<file path="config.mk">
export PLATFORM = sky130hd
export DESIGN_NAME = data_mem_master
export DESIGN_NICKNAME = d
export VERILOG_FILES = /design/src/rtl/data_mem_pkg.sv /design/src/rtl/data_mem_master.sv
export SDC_FILE = /design/constraint.sdc
export NUM_CORES = 1
export LEC_CHECK = 0
export ABC_AREA = 1
export BUFFER_PORTS_ARGS = -buffer_cell sky130_fd_sc_hd__buf_4
export CORE_ASPECT_RATIO = 0.5
export CORE_MARGIN = 10
export CORE_UTILIZATION = 29
export DETAILED_ROUTE_END_ITERATION = 10
export SYNTH_ARGS = -nofsm -noshare
export SYNTH_HDL_FRONTEND = slang
export SYNTH_SLANG_ARGS = --single-unit
export TNS_END_PERCENT = 50
</file>
<file path="constraint.sdc">
create_clock -name Clk -period 2.65 [get_ports Clk]
set_input_delay 0.3975 -clock Clk [delete_from_list [all_inputs] [get_ports Clk]]
set_output_delay 0.3975 -clock Clk [all_outputs]
set_load 0.03 [all_outputs]
</file>
<file path="src/rtl/data_mem_pkg.sv">
// Package: data_mem_pkg
// Shared definitions for the data-memory port: FSM state encoding of the
// initiator and the default geometry shared with the memory model.
//   DEF_ADDR_W    address width (word address)
//   DEF_DATA_W    data word width
//   DEF_MEM_DEPTH number of implemented memory words
package data_mem_pkg;

  localparam int unsigned DEF_ADDR_W    = 16;
  localparam int unsigned DEF_DATA_W    = 16;
  localparam int unsigned DEF_MEM_DEPTH = 64;

  typedef enum logic [1:0] {
    ST_IDLE   = 2'd0,
    ST_ACCESS = 2'd1,
    ST_RESP   = 2'd2
  } state_t;

endpackage

</file>
<file path="src/rtl/data_mem_master.sv">
// Module: data_mem_master
// Initiator side of the 16-bit data-memory port. Accepts one load/store
// request over a valid/ready handshake, drives the memory strobes for one
// full cycle (the memory samples on the mid-cycle negedge), captures the
// memory read data at the end of that cycle and returns it over a second
// valid/ready handshake. All outputs are registered.
// Ports:
//   Clk, Reset                      clock, synchronous active-high reset
//   Req_Valid/Req_Ready             request handshake
//   Req_Write, Req_Addr, Req_Wdata  request payload (1 = store)
//   Rsp_Valid/Rsp_Ready             response handshake
//   Rsp_Rdata, Rsp_Err              response payload (word read back, error)
//   Mem_Addr, Mem_Read, Mem_Write,
//   Mem_Data_In, Mem_Data_Out       data-memory interface
//   Txn_Count                       completed responses, wraps at 16 bits
// Configuration macro: DATA_MEM_BOUNDS_CHECK_EN -- when defined, requests with
// Req_Addr >= MEM_DEPTH leave the memory untouched and respond with
// Rsp_Err=1, Rsp_Rdata=0. When undefined, Rsp_Err is constant 0.
module data_mem_master
  import data_mem_pkg::*;
#(
  parameter int unsigned ADDR_W    = DEF_ADDR_W,
  parameter int unsigned DATA_W    = DEF_DATA_W,
  parameter int unsigned MEM_DEPTH = DEF_MEM_DEPTH
) (
  input  logic              Clk,
  input  logic              Reset,
  input  logic              Req_Valid,
  output logic              Req_Ready,
  input  logic              Req_Write,
  input  logic [ADDR_W-1:0] Req_Addr,
  input  logic [DATA_W-1:0] Req_Wdata,
  output logic              Rsp_Valid,
  input  logic              Rsp_Ready,
  output logic [DATA_W-1:0] Rsp_Rdata,
  output logic              Rsp_Err,
  output logic [ADDR_W-1:0] Mem_Addr,
  output logic              Mem_Read,
  output logic              Mem_Write,
  output logic [DATA_W-1:0] Mem_Data_In,
  input  logic [DATA_W-1:0] Mem_Data_Out,
  output logic [15:0]       Txn_Count
);

`ifdef DATA_MEM_BOUNDS_CHECK_EN
  localparam bit BOUNDS_EN = 1'b1;
`else
  localparam bit BOUNDS_EN = 1'b0;
`endif

  state_t            state, state_d;
  logic              oob_q, oob_d;
  logic              req_ready_d;
  logic              rsp_valid_d;
  logic [DATA_W-1:0] rsp_rdata_d;
  logic              rsp_err_d;
  logic [ADDR_W-1:0] mem_addr_d;
  logic              mem_read_d;
  logic              mem_write_d;
  logic [DATA_W-1:0] mem_data_in_d;
  logic [15:0]       txn_count_d;
  logic              req_oob;

  // With the check disabled BOUNDS_EN folds this to a constant 0.
  assign req_oob = BOUNDS_EN && (32'(Req_Addr) >= MEM_DEPTH);

  always_comb begin
    state_d       = state;
    oob_d         = oob_q;
    req_ready_d   = Req_Ready;
    rsp_valid_d   = Rsp_Valid;
    rsp_rdata_d   = Rsp_Rdata;
    rsp_err_d     = Rsp_Err;
    mem_addr_d    = Mem_Addr;
    mem_data_in_d = Mem_Data_In;
    mem_read_d    = 1'b0;
    mem_write_d   = 1'b0;
    txn_count_d   = Txn_Count;

    unique case (state)
      ST_IDLE: begin
        if (Req_Valid) begin
          // Strobes are loaded on the accepting edge so they are stable for
          // the whole ACCESS cycle, including the memory's negedge.
          state_d       = ST_ACCESS;
          req_ready_d   = 1'b0;
          oob_d         = req_oob;
          mem_addr_d    = Req_Addr;
          mem_data_in_d = Req_Wdata;
          mem_write_d   = Req_Write & ~req_oob;
          mem_read_d    = ~Req_Write & ~req_oob;
        end
      end
      ST_ACCESS: begin
        state_d     = ST_RESP;
        rsp_valid_d = 1'b1;
        rsp_rdata_d = oob_q ? '0 : Mem_Data_Out;
        rsp_err_d   = oob_q;
      end
      ST_RESP: begin
        if (Rsp_Ready) begin
          state_d     = ST_IDLE;
          rsp_valid_d = 1'b0;
          req_ready_d = 1'b1;
          txn_count_d = Txn_Count + 16'd1;
        end
      end
      default: begin
        state_d     = ST_IDLE;
        req_ready_d = 1'b1;
        rsp_valid_d = 1'b0;
      end
    endcase
  end

  always_ff @(posedge Clk) begin
    if (Reset) begin
      state       <= ST_IDLE;
      oob_q       <= 1'b0;
      Req_Ready   <= 1'b1;
      Rsp_Valid   <= 1'b0;
      Rsp_Rdata   <= '0;
      Rsp_Err     <= 1'b0;
      Mem_Addr    <= '0;
      Mem_Read    <= 1'b0;
      Mem_Write   <= 1'b0;
      Mem_Data_In <= '0;
      Txn_Count   <= '0;
    end else begin
      state       <= state_d;
      oob_q       <= oob_d;
      Req_Ready   <= req_ready_d;
      Rsp_Valid   <= rsp_valid_d;
      Rsp_Rdata   <= rsp_rdata_d;
      Rsp_Err     <= rsp_err_d;
      Mem_Addr    <= mem_addr_d;
      Mem_Read    <= mem_read_d;
      Mem_Write   <= mem_write_d;
      Mem_Data_In <= mem_data_in_d;
      Txn_Count   <= txn_count_d;
    end
  end

endmodule
</file>
# After elaboration in Yosys (flattened, before gate mapping)
# Index checks and enable logic that the tools add are counted.
# word_totals
word_cells	33
ff_bits	70
output_inout_bits	69
# op_classes
n_addsub	1
bitwise_logic	4
mux	8
n_reduce_logical	7
n_eq_ne	4
# op_table
cell	count
adder 16 x 1 -> 16 bit (second input constant)	1
AND reduction 2 bit	4
one-hot mux 1 bit (3 select lines)	2
one-hot mux 2 bit (3 select lines)	1
2-to-1 mux 2 bit	2
!= test 2 bit (second input constant)	2
NOT 1 bit	4
2-to-1 mux 1 bit	3
AND reduction 3 bit	1
OR reduction 3 bit	1
equality test 2 x 1 -> 1 bit (second input constant)	1
equality test 2 bit (second input constant)	1
zero test 2 bit	1

# Logic depth before layout (Yosys ltp)
# logic_depth
ltp_word	3
ltp_mapped	8
mapped_depth_nobuf	8

# Worst setup path after synthesis
# Ideal clock, no wire load.
# synth_path
path_kind	reg-to-reg
start	register Txn_Count[0]
end	register Txn_Count[8]
setup_ns	0.116
synth_period_minus_slack_ns	1.522
path_slack_ns	1.128
stages_incl_launch_ff	7
t_arrival_ns	1.407
n_path_buf	0
t_required_ns	2.534
path_cell_list	dfxtp_1 > ha_1 > nand3_1 > nor2_1 > nand3_1 > o21ai_0 > nor2_1
# synth_via
elab_chain_cells	1
# synth_lines
item	line_no	source
start, declared	data_mem_master.sv:42	output logic [15:0] Txn_Count
start signal, assigned	data_mem_master.sv:140	Txn_Count <= txn_count_d;
adder 16 x 1 -> 16 bit	data_mem_master.sv:105	txn_count_d = Txn_Count + 16'd1;
# No other way between the ends.
# A chain may end at the register's enable or synchronous reset.

# Worst setup path in the final report
# layout_path
start	register state[1]
end	register Mem_Data_In[5]
# layout_via
elab_chain_cells	2
# layout_lines
item	line_no	source
start, declared	data_mem_master.sv:51	state_t state, state_d;
start signal, assigned	data_mem_master.sv:130	state <= state_d;
zero test 2 bit	data_mem_master.sv:80	unique case (state)
AND reduction 2 bit (no line)	-	
end signal, assigned	data_mem_master.sv:139	Mem_Data_In <= mem_data_in_d;
end, declared	data_mem_master.sv:40	output logic [DATA_W-1:0] Mem_Data_In,
# No other way between the ends.

==> results.sh <==
export IMPL_status="completed"
export IMPL_crit_fanout=19
export IMPL_period_minus_slack_ns=1.503
export IMPL_final_cells=604
export IMPL_multi_input_area_sq_um=1151
export IMPL_power_density_nw_per_um2=675.2
export IMPL_hold_depth=2
export IMPL_cts_resized_gates=0
export IMPL_grt_setup_unrepaired="false"
export IMPL_die_h_um=88.86
export IMPL_use_met1=0.1269
export IMPL_syn_to_final_growth_pct=45.45
export IMPL_finalClockSkew_ns=0.004116
export IMPL_worst_hold_slack_ns=0.2334
export IMPL_synth_area_sq_um=2750
export IMPL_portBuffers=120
export IMPL_setup_viol=0
export IMPL_drtAntennaViolNets=0
export IMPL_drcViolationCount=0
export IMPL_power_leakage_nw=1.802
export IMPL_antenna_found_initial=0
export IMPL_regArea_sq_um=1401
export IMPL_avgSynthCellArea_sq_um=7.576
export IMPL_ys_top_cells_by_count="nor2_1 (121), dfxtp_1 (70), o21ai_0 (45), nand2_1 (33), inv_1 (19)"
export IMPL_tightest_slew_ns=0.5723
export IMPL_yosysWarnings=0
export IMPL_fin_crit_sh=0.5673
export IMPL_die_area_sq_um=14020
export IMPL_hold_violations=0
export IMPL_synth_enable_flop_cells=0
export IMPL_grt_pass1_wl_um=12880
export IMPL_dr_pass1_iters=4
export IMPL_antennaDiodeCount=0
export IMPL_routabilityCongestion=0.7502
export IMPL_synth_seq_cells=70
export IMPL_wirelength_um=8297
export IMPL_hold_path_class="input port to flop"
export IMPL_wl_per_cell_um=13.74
export IMPL_clk_latency_ns=0.33
export IMPL_clock_sinks=70
export IMPL_fmax_mhz=665.2
export IMPL_cts_clk_slew_worst_paths_ns=0.05
export IMPL_hpwl_um=6235
export IMPL_synth_cells=363
export IMPL_setup_tns_ns=0
export IMPL_worstSetupStartpointType="flop"
export IMPL_cp_end_kind="flop"
export IMPL_num_vias=2628
export IMPL_cts_tree="done"
export IMPL_grt_busiest_layer="met2"
export IMPL_cts_setup_buffers=0
export IMPL_cts_buffer_depth=2
export IMPL_use_met3=0.04310
export IMPL_synth_area_leaders="dfxtp_1 (51%), nor2_1 (17%), o21ai_0 (8.2%), nand2_1 (4.5%), inv_1 (2.6%)"
export IMPL_fp_row_count=24
export IMPL_first_iter_violations=139
export IMPL_synthArstFlopShare=0
export IMPL_dieWidth_um=157.7
export IMPL_yosysMostFrequentCell="nor2_1"
export IMPL_synth_distinct_cells=28
export IMPL_nets=536
export IMPL_crit_required_ns=2.91
export IMPL_nFillCells=950
export IMPL_rr_worst_depth=6
export IMPL_grt_overflow_total=0
export IMPL_grt_max_degree=36
export IMPL_arrival_ns=1.77
export IMPL_ctsHoldBuffers=0
export IMPL_yosysSeqAreaShare=0.5096
export IMPL_ios=122
export IMPL_slew_headroom=0.6180
export IMPL_irDropWorstVdd_mv=0.3136
export IMPL_initial_core_util=0.3063
export IMPL_htreeDepth=3
export IMPL_drive_above_1_share=0.3080
export IMPL_viasPerCell=4.351
export IMPL_synthFlopType="dfxtp_1"
export IMPL_syn_nets=417
export IMPL_numCtsBuffers=9
export IMPL_cts_root_buf="clkbuf_16"
export IMPL_yosys_area_top_type_share=0.5096
export IMPL_grtUsageMet2=0.2058
export IMPL_grt_pass1_vias=2547
export IMPL_grt_usage=0.1187
export IMPL_path_class="flop to flop"
export IMPL_synth_top_area_cell="dfxtp_1"
export IMPL_maxSlewViolCount=0
export IMPL_core_area_sq_um=8979
export IMPL_dp_cells=588
export IMPL_cap_viol_max_count=0
-- report_power, final --
| group | total (W) | internal, W | switching (W) |
|---|---|---|---|
| Combinational | 0.000471 | 0.000186 | 0.000285 |
| Sequential | 0.00116 | 0.00112 | 0.0000354 |
| Clock | 0.00107 | 0.000659 | 0.000414 |
-- worst max-delay path, cell delays in order (launching register included) --
cell	delay (ns)
dfxtp_1	0.39
nor2_1	0.16
nand2_2	0.06
inv_1	0.34
buf_4	0.32
nor2_1	0.06
nor2_1	0.10
-- per-stage QoR --
step / util / setup slack, ns / power [W] / instance area [sq um]
finish: 0.4455 / 1.147 / 0.002701 / 4000
global route: 0.4455 / 0.9353 / 0.002848 / 4000
CTS: 0.4455 / 1.105 / 0.002760 / 4000
detailed placement: 0.4162 / 1.094 / 0.001659 / 3737
global placement: 0.4162 / 1.095 / 0.001653 / 3737
floorplan: - / 1.128 / 0.001458 / 2750
-- per-layer routing --
layer | part of all wire | wire (um)
met1 | 0.41 | 3371
met2 | 0.52 | 4330
met3 | 0.048 | 398
met4 | 0.024 | 196
met5 | 0 | 0
-- final cells by class --
class	instances	area share
sequential	70	0.3503
multi-input combinational	254	0.2878
timing repair buffer	125	0.2377
clock buffer	15	0.06444
tap	117	0.03660
inverter	22	0.02190
clock inverter	1	0.001251
-- cells in the final DEF (no fill, tap or decap), drive strengths merged --
cell    count
clkbuf     15
conb        1
xor2        1
a211oi      1
nand2      37
ha          1
nor3b       1
o21ai      54
nand3      13
nand4       7
nor3        1
clkinv      1
o21a        1
dfxtp      70
inv        22
buf       125
or2         1
a21oi       8
nor2      127
-- path summary, 6_finish.rpt --
path | start | endpoint | slack, ns
max reg2reg | state[1] | Mem_Data_In[5] | 1.15
max | state[1] | Mem_Data_In[5] | 1.15
min | Req_Write | Mem_Read | 0.23
min reg2reg | Req_Ready | Req_Ready | 0.46
-- sequential cells by signal, indices dropped and copies added (netlist names) --
register and count:
Mem_Addr 16, Mem_Data_In 16, Mem_Read 1, Mem_Write 1, Req_Ready 1, Rsp_Rdata 16
Rsp_Valid 1, Txn_Count 16, state 2
-- cell families (layout without fill, tap and decap cells) --
kind of cell,count (synthesis),count (layout),synth area share
simple gates,187,187,0.2912
flops,70,70,0.5096
compound gates,64,64,0.1183
buf+inv,39,163,0.07188
fa+ha+maj,1,1,0.004549
other cells,1,1,0.001364
xor+xnor,1,1,0.003185
Power figures use the tool's default switching activity.
